===== src/rtl/hazard_unit_ml_pkg.sv =====
// Shared types and helpers for the load-use hazard controller.
package hazard_pkg;

  typedef enum logic {
    RUN      = 1'b0,
    LU_STALL = 1'b1
  } hz_state_e;

  localparam int REG_ZERO = 0;

  // Bits needed to hold 0..lat remaining bubbles; never narrower than 1.
  function automatic int rem_width(input int lat);
    return (lat < 1) ? 1 : $clog2(lat + 1);
  endfunction

endpackage


===== src/rtl/hazard_unit_ml_sat_counter.sv =====
// Saturating up-counter with synchronous clear; clear wins over increment.
module sat_counter #(
  parameter int W = 16
) (
  input  logic         clk,
  input  logic         rst,
  input  logic         inc,
  input  logic         clr,
  output logic [W-1:0] q
);

  always_ff @(posedge clk or posedge rst) begin
    if (rst) begin
      q <= '0;
    end else if (clr) begin
      q <= '0;
    end else if (inc && (q != {W{1'b1}})) begin
      q <= q + W'(1);
    end
  end

endmodule


===== src/rtl/hazard_unit_ml.sv =====
// Load-use hazard controller beside ID: stalls for LOAD_LAT bubbles per hazard,
// flushes on taken branches and freezes the pipe while data memory is busy.
//
// state    | meaning
// RUN      | normal issue; a detected hazard inserts the first bubble
// LU_STALL | further bubbles pending, rem counts what is left
module hazard_unit_ml
  import hazard_pkg::*;
#(
  parameter int REG_W    = 5,
  parameter int LOAD_LAT = 1,
  parameter int CNT_W    = 16
) (
  input  logic             clk,
  input  logic             rst,
  input  logic             id_ex_memRead,
  input  logic [REG_W-1:0] id_ex_rt,
  input  logic [REG_W-1:0] if_id_rs,
  input  logic [REG_W-1:0] if_id_rt,
  input  logic             if_id_uses_rt,
  input  logic             ex_branch_taken,
  input  logic             mem_ready,
  input  logic             clr_stats,
  output logic             PCwrite,
  output logic             if_id_write,
  output logic             normalS,
  output logic             if_id_flush,
  output logic             pipe_hold,
  output logic [CNT_W-1:0] stall_count
);

  localparam int REM_W = rem_width(LOAD_LAT);

  hz_state_e        state_q, state_d;
  logic [REM_W-1:0] rem_q, rem_d;
  logic             hz;
  logic             cnt_inc;

  assign hz = id_ex_memRead && (id_ex_rt != REG_W'(REG_ZERO)) &&
              ((id_ex_rt == if_id_rs) || (if_id_uses_rt && (id_ex_rt == if_id_rt)));

  always_ff @(posedge clk or posedge rst) begin
    if (rst) begin
      state_q <= RUN;
      rem_q   <= '0;
    end else begin
      state_q <= state_d;
      rem_q   <= rem_d;
    end
  end

  always_comb begin
    state_d     = state_q;
    rem_d       = rem_q;
    cnt_inc     = 1'b0;
    PCwrite     = 1'b1;
    if_id_write = 1'b1;
    normalS     = 1'b1;
    if_id_flush = 1'b0;
    pipe_hold   = 1'b0;
    if (rst) begin
      state_d = RUN;
      rem_d   = '0;
    end else if (!mem_ready) begin
      // Frozen pipe: bubble accounting resumes once memory catches up.
      PCwrite     = 1'b0;
      if_id_write = 1'b0;
      pipe_hold   = 1'b1;
    end else if (ex_branch_taken) begin
      if_id_flush = 1'b1;
      normalS     = 1'b0;
      state_d     = RUN;
      rem_d       = '0;
    end else if (state_q == LU_STALL) begin
      PCwrite     = 1'b0;
      if_id_write = 1'b0;
      normalS     = 1'b0;
      cnt_inc     = 1'b1;
      rem_d       = rem_q - REM_W'(1);
      if (rem_q == REM_W'(1)) state_d = RUN;
    end else if (hz) begin
      PCwrite     = 1'b0;
      if_id_write = 1'b0;
      normalS     = 1'b0;
      cnt_inc     = 1'b1;
      if (LOAD_LAT > 1) begin
        state_d = LU_STALL;
        rem_d   = REM_W'(LOAD_LAT - 1);
      end
    end
  end

  sat_counter #(.W(CNT_W)) u_stall_cnt (
    .clk (clk),
    .rst (rst),
    .inc (cnt_inc),
    .clr (clr_stats),
    .q   (stall_count)
  );

endmodule


===== config.mk =====
export PLATFORM = sky130hd
export DESIGN_NAME = hazard_unit_ml
export DESIGN_NICKNAME = d
export VERILOG_FILES = /design/src/rtl/hazard_unit_ml_pkg.sv /design/src/rtl/hazard_unit_ml_sat_counter.sv /design/src/rtl/hazard_unit_ml.sv
export SDC_FILE = /design/constraint.sdc
export NUM_CORES = 1
export LEC_CHECK = 0
export ABC_CLOCK_PERIOD_IN_PS = 2700
export CAP_MARGIN = 0
export CORE_ASPECT_RATIO = 0.9
export CORE_MARGIN = 1
export CORE_UTILIZATION = 44
export DETAILED_ROUTE_END_ITERATION = 10
export HOLD_SLACK_MARGIN = 0.03
export PLACE_DENSITY = 0.76
export SYNTH_ARGS = -nofsm -noshare
export SYNTH_HDL_FRONTEND = slang
export SYNTH_SLANG_ARGS = --single-unit

===== constraint.sdc =====
create_clock -name clk -period 2.7 [get_ports clk]
set_clock_uncertainty 0.05 [all_clocks]
set_input_delay 0.54 -clock clk [delete_from_list [all_inputs] [get_ports clk]]
set_output_delay 0.54 -clock clk [all_outputs]
set_load 0.1 [all_outputs]

# Word level (Yosys, flattened, before mapping)
# Cells that the tools add are included.
# totals
output_inout_bits	21
ram_bits	0
word_cells	47
romBits	0
inputBits	22
memories	0
register_bits	18
latchBits	0
# classes
addsub	2
mul	0
bitwise	0
n_div	0
reduce_logical	10
n_lt_le_gt_ge	0
n_eq_ne	3
shifts	0
mux	29
# ops
cell	n
$mux W16	2
$mux W1	27
$add A16 B1 Y16 const B	1
$ne A16 B16 Y1 const B	1
$eq A5 B5 Y1	2
$reduce_bool A5 Y1	1
$logic_and A1 B1 Y1	4
$reduce_bool A2 Y1	2
$reduce_bool A3 Y1	1
$reduce_and A2 Y1	1
$logic_or A1 B1 Y1	1
$sub A1 B1 Y1 const B	1

# Longest topological paths before layout
# Gate-level depths: netlist of run 1.
# logic_depth
depth_word	12
ltp_mapped	9
ltp_nobuf	7

# Hierarchy
# Synthesis of run 1 repeated with hierarchy kept, for this count alone.
# hier_totals
hier_cells	141
hier_area_um2	1236.2
# modules_own_cells
mod	area_each_um2	seq_area_each_um2	cells_each	instances
sat_counter	932.1	400.4	101	1
hazard_unit_ml	304.0	50.0	40	1

# Least setup slack after synthesis of run 1
# No wires, ideal clock.
# synth_path
kind	input-to-output
from	in id_ex_rt[1]
to	out if_id_write
path_buffers	1
required_time_ps	2110
arrival_ps	2575
setup_slack_ps	-465
path_stages	7
path_cell_list	or4_1 o21ai_2 inv_1 a21oi_1 o21ai_0 nand2_1 buf_4
# synth_via
elab_chain_cells	9
elab_cells_between_ends	12
classes_between	2 x eq/ne; 5 x mux; 5 x reduce/logical
# synth_rtl
item	line	text
start, declared	hazard_unit_ml.sv:17	input logic [REG_W-1:0] id_ex_rt,
$eq A5 B5 Y1	hazard_unit_ml.sv:40	((id_ex_rt == if_id_rs) || (if_id_uses_rt && (id_ex_rt == if_id_rt)));
$logic_and A1 B1 Y1	hazard_unit_ml.sv:40	
$logic_or A1 B1 Y1	hazard_unit_ml.sv:40	
$logic_and A1 B1 Y1 (*)	hazard_unit_ml.sv:39	assign hz = id_ex_memRead && (id_ex_rt != REG_W'(REG_ZERO)) &&
$mux W1 (*) (5 in a row)	n/a	
end, declared	hazard_unit_ml.sv:25	output logic if_id_write,
# Every way passes the cells marked *; elsewhere a longest branch is shown, timed or not.

# Final worst setup path of run 1
# layout_path
from	in if_id_rt[4]
to	out normalS
# layout_via
elab_chain_cells	9
# layout_rtl
item	line	text
start, declared	hazard_unit_ml.sv:19	input logic [REG_W-1:0] if_id_rt,
$eq A5 B5 Y1	hazard_unit_ml.sv:40	
$logic_and A1 B1 Y1	hazard_unit_ml.sv:40	
$logic_or A1 B1 Y1	hazard_unit_ml.sv:40	
$logic_and A1 B1 Y1	hazard_unit_ml.sv:39	
$mux W1	hazard_unit_ml.sv:81	end else if (hz) begin
$mux W1	hazard_unit_ml.sv:74	end else if (state_q == LU_STALL) begin
$mux W1	hazard_unit_ml.sv:69	end else if (ex_branch_taken) begin
$mux W1	hazard_unit_ml.sv:64	end else if (!mem_ready) begin
$mux W1	hazard_unit_ml.sv:61	if (rst) begin
end, declared	hazard_unit_ml.sv:26	output logic normalS,
# No other way between the ends.

==> impl_summary.md, run 1 <==
Global route
The initial antenna violation count is 0. Global routing consumed, over all layers together, 21.7% of the routing resources. Entering global routing, the biggest net connects 31 pins. The first global-routing pass estimated a little under 5000 um of wire. The via count of the first global-routing pass came to 1,101.

The leftover overflow at the end of global routing is 0.

Floorplan
The die is 51.0 um tall. The total die area is around 2900 um2. Pin placement for this block handled 43 I/O pins. The die is ~56 um wide. The core area is 2490 um2. The placement row count is 17.

The initial utilization of the core area, before any placement, comes to between 40% and 50%.

Clock network
The clock net in this run drives a total of 18 sinks. Buffers added to address setup during post-CTS repair amount to 0. The buffer levels on the longest clock path is 2. TritonCTS built the clock tree. The total of hold buffers inserted after clock tree synthesis is 0. At the later pin of the worst-skew pair, clock insertion delay measures 0.30 ns.

The H-tree depth reported by CTS is 1. The post-CTS clock slew at the launch and capture registers of the worst setup and hold paths is 0.10 ns. The tree is rooted in a sky130_fd_sc_hd__clkbuf_4.

The number of clock buffers added by TritonCTS is 3.

Min path
In this run the worst hold path is classified as register to register.

Synthesis
The synthesized netlist devotes approximately 24% of its cell area to simple gates. In the synthesized netlist, mux cells make up 0.851% of the area. In the post-synthesis netlist, the biggest area contributors are sky130_fd_sc_hd__dfrtp_1 (38%), sky130_fd_sc_hd__xnor2_1 (7.4%), sky130_fd_sc_hd__a21oi_1 (6.4%), sky130_fd_sc_hd__or4_1 (5.1%), sky130_fd_sc_hd__o31ai_1 (4.5%). The fraction of the mapped netlist area in adder cells is around 1.1%. After synthesis, the largest area contributor takes up 38.3% of total cell area. The number of nets handed over by synthesis was 158. The compound-gate portion of the synthesized area is 21.2%. For this run, the number of Yosys warnings is 0. Yosys mapped a number of flops with a built-in enable equal to 0. The mean instance size in the synthesized netlist is 8.71 um2. The synthesized design spends more area on one cell type than any other, namely sky130_fd_sc_hd__dfrtp_1. After synthesis, the largest family of logic cells by area is simple AND/OR/NAND/NOR gates. In the synthesized netlist, the cells that appear most often are sky130_fd_sc_hd__dfrtp_1 (18), sky130_fd_sc_hd__a21oi_1 (15), sky130_fd_sc_hd__nand2_1 (11), sky130_fd_sc_hd__o21ai_0 (10), sky130_fd_sc_hd__xnor2_1 (10). Counting flops and latches in the post-synthesis netlist gives 18.

The fraction of synthesis flops using an asynchronous set or reset pin is 100%. In this run the cell area of the synthesized design comes to 1180 um2. The predominant post-synthesis flop cell is sky130_fd_sc_hd__dfrtp_1. Yosys instantiated no cell more often than sky130_fd_sc_hd__dfrtp_1. The number of distinct standard cells referenced by the synthesized netlist is 32. Synthesis produced 135 cells.

The parity-gate share of the synthesized area counting xor and xnor cells is 8.19%. After synthesis, flip-flops and latches occupy 38.3% of the total area.

Setup path
In this run the worst path has a maximum fanout of 2. Walking the worst path, the cells encountered are clkdlybuf4s50_1 -> xnor2_1 -> nand4_1 -> o22ai_2 -> buf_4 -> a211o_1 -> nand3_2 -> buf_12. The worst setup path category is input port to output pin. The maximum single-stage delay on the critical path is 0.49 ns. At the worst endpoint, the required time is ~2.1 ns. Among cell families on the critical path, the largest total delay comes from buffers and inverters. The arrival time at the worst endpoint is 2.08 ns.

On the critical path, the stage with the largest delay is an instance of sky130_fd_sc_hd__clkdlybuf4s50_1. STA classifies the critical path startpoint as an input port. The number of buffers and inverters on the critical path is 3. The endpoint type of the worst setup path is an output pin.

STA
The final-report max-slew violation count is 0. The final period demand of the worst path is about 2.7 ns. Setup violations remaining at the end of the flow were counted as 0. Of the available clock period, the critical path in the final layout requires 98.7%. The count of final hold-check violations is 0. In this run the tightest slew margin relative to its limit is about three fifths. At the pin with the least slew margin, the transition time is 0.608 ns. The final hold slack is a little over 0.5 ns. For this run, the top clock speed supported by timing is 0.375 GHz.

Power
In this run the static leakage power is 0.000708 uW. For this design the ratio of total power to cell area is between 300 and 400 nW/um2. IR analysis of the VDD net gives a maximum drop of 0.000209 V.

Layout
The share of layout cells above drive strength 1 is 26.6%. The count of cells in the finished layout, fillers not included, comes to 212. Counting the fill cells in the layout gives 201. For this run, the post-layout net count is approximately 210.

The post-synthesis to final-layout area growth is 48.6%. The count of inserted antenna diode cells is 0.

Routing
In the routed design, unresolved DRC markers number 0. The sum of routed wire length over all layers is 3030 um. The post-detailed-route via-to-cell ratio is 5.75. The number of DRC markers after the initial detailed-route iteration is 29. The via count is between 1,000 and 1,500.

The number of optimization iterations in the first detailed-route pass is 4. The post-detailed-route count of antenna-violating nets is 0. The routed wirelength normalized by instance count is around 14 um.

Placement
Input and output buffers added on the ports amount to 42. The total instance count after detailed placement is approximately 210. The weighted congestion reported at the end of routability-driven placement is between 0.7 and 0.8. After legalization and detailed placement, the total HPWL measured 2160 um.

Run
The max-cap violation count is 0.

Status
The run finished with clean final reports.
[cells in the final DEF, fill, tap and decap left out, drive strengths merged, types with 2 or more instances in the layout]
cell type	Yosys	layout
dlygate4sd2	0	3
or2	2	2
nor2	9	9
clkdlybuf4s50	0	16
or3	7	7
dfrtp	18	18
buf	5	30
o31ai	7	7
clkbuf	1	4
nand2	11	11
nand4	4	4
or4	8	8
o21ai	11	11
xnor2	10	10
a21oi	16	16
nand3	7	7
inv	7	7
and3	2	2
a2111oi	2	2
[power breakdown]
part	total, uW	switching (uW)	leakage [uW]	internal [uW]
sequential	270	0.0881	0.000252	269
combinational	134	71.2	0.000435	63.2
clock	170	87.8	0.0000210	82.3
total	574	159	0.000708	415
[per-stage QoR]
step	util, %	instance area (um2)	worst slack [ns]	power [uW]	setup TNS, ns
floorplan	-	1190	-0.0620	338	-0.0620
global placement	67.8	1690	-0.200	405	-0.559
detailed placement	67.8	1690	-0.254	406	-1.13
CTS	69.6	1730	0.00196	579	0
global route	70.2	1750	-0.0204	597	-0.0204
finish	70.2	1750	0.0341	574	0
[worst register-to-register path, cell delays in order, from the launching register on]
cell	delay, ns
sky130_fd_sc_hd__dfrtp_1	0.43
sky130_fd_sc_hd__ha_1	0.26
sky130_fd_sc_hd__nand3_1	0.16
sky130_fd_sc_hd__nor3_2	0.07
sky130_fd_sc_hd__a2111oi_2	0.39
sky130_fd_sc_hd__a21oi_2	0.12
sky130_fd_sc_hd__buf_12	0.17
sky130_fd_sc_hd__or4_1	0.41
sky130_fd_sc_hd__a21oi_1	0.18
[final timing paths]
check	endpoint	cells past startpoint	slack, ns	from
worst max-delay path	normalS	8	0.03	if_id_rt[4]
worst max register to register	u_stall_cnt.q[11]$_DFFE_PP0P_	8	0.38	u_stall_cnt.q[0]$_DFFE_PP0P_
worst min register to register	rem_q$_DFFE_PP0P_	2	0.51	rem_q$_DFFE_PP0P_
max in group asynchronous	u_stall_cnt.q[10]$_DFFE_PP0P_	3	1.76	rst
min in group asynchronous	state_q$_DFFE_PP0N_	3	0.61	rst
worst min-delay path	rem_q$_DFFE_PP0P_	2	0.51	rem_q$_DFFE_PP0P_
[layout make-up]
| type | count | area [um2] | share of cell area, % |
|---|---|---|---|
| Inverter | 7 | 26.3 | 1.50 |
| Tap cell | 28 | 35.0 | 2.00 |
| Multi-Input combinational cell | 104 | 691 | 39.5 |
| Timing Repair Buffer | 51 | 509 | 29.1 |
| Sequential cell | 18 | 450 | 25.8 |
| Clock buffer | 4 | 36.3 | 2.08 |
[flip-flops by register name (all words and copies together) (netlist names)]
name           cells
u_stall_cnt.q     16
state_q            1
rem_q              1
[per-layer routing]
| layer | part of all wire [%] | track usage (%) |
|---|---|---|
| met5 | 0 | 0 |
| met4 | 1.5 | 9.35 |
| met3 | 4.6 | 3.54 |
| met2 | 50 | 36.7 |
| met1 | 44 | 27.6 |
[what timing repair did]
action | in CTS | in global routing
pin swaps | 3 | 3
resized for setup | 8 | 5
setup endpoints to repair | 3 | 3
[cell families after synthesis]
kind of cell / Yosys count
simple gates: 52
compound gates: 39
flops: 18
buf+inv: 13
xor+xnor: 11
mux: 1
fa+ha+maj: 1
(Power assumes the default switching activity.)
==> inputs of run 2 (changes only) <==
Settings changed: CAP_MARGIN 0 to 20.
==> results of run 2 <==
No change in the layout: final DEF, timing and power equal those of run 1.
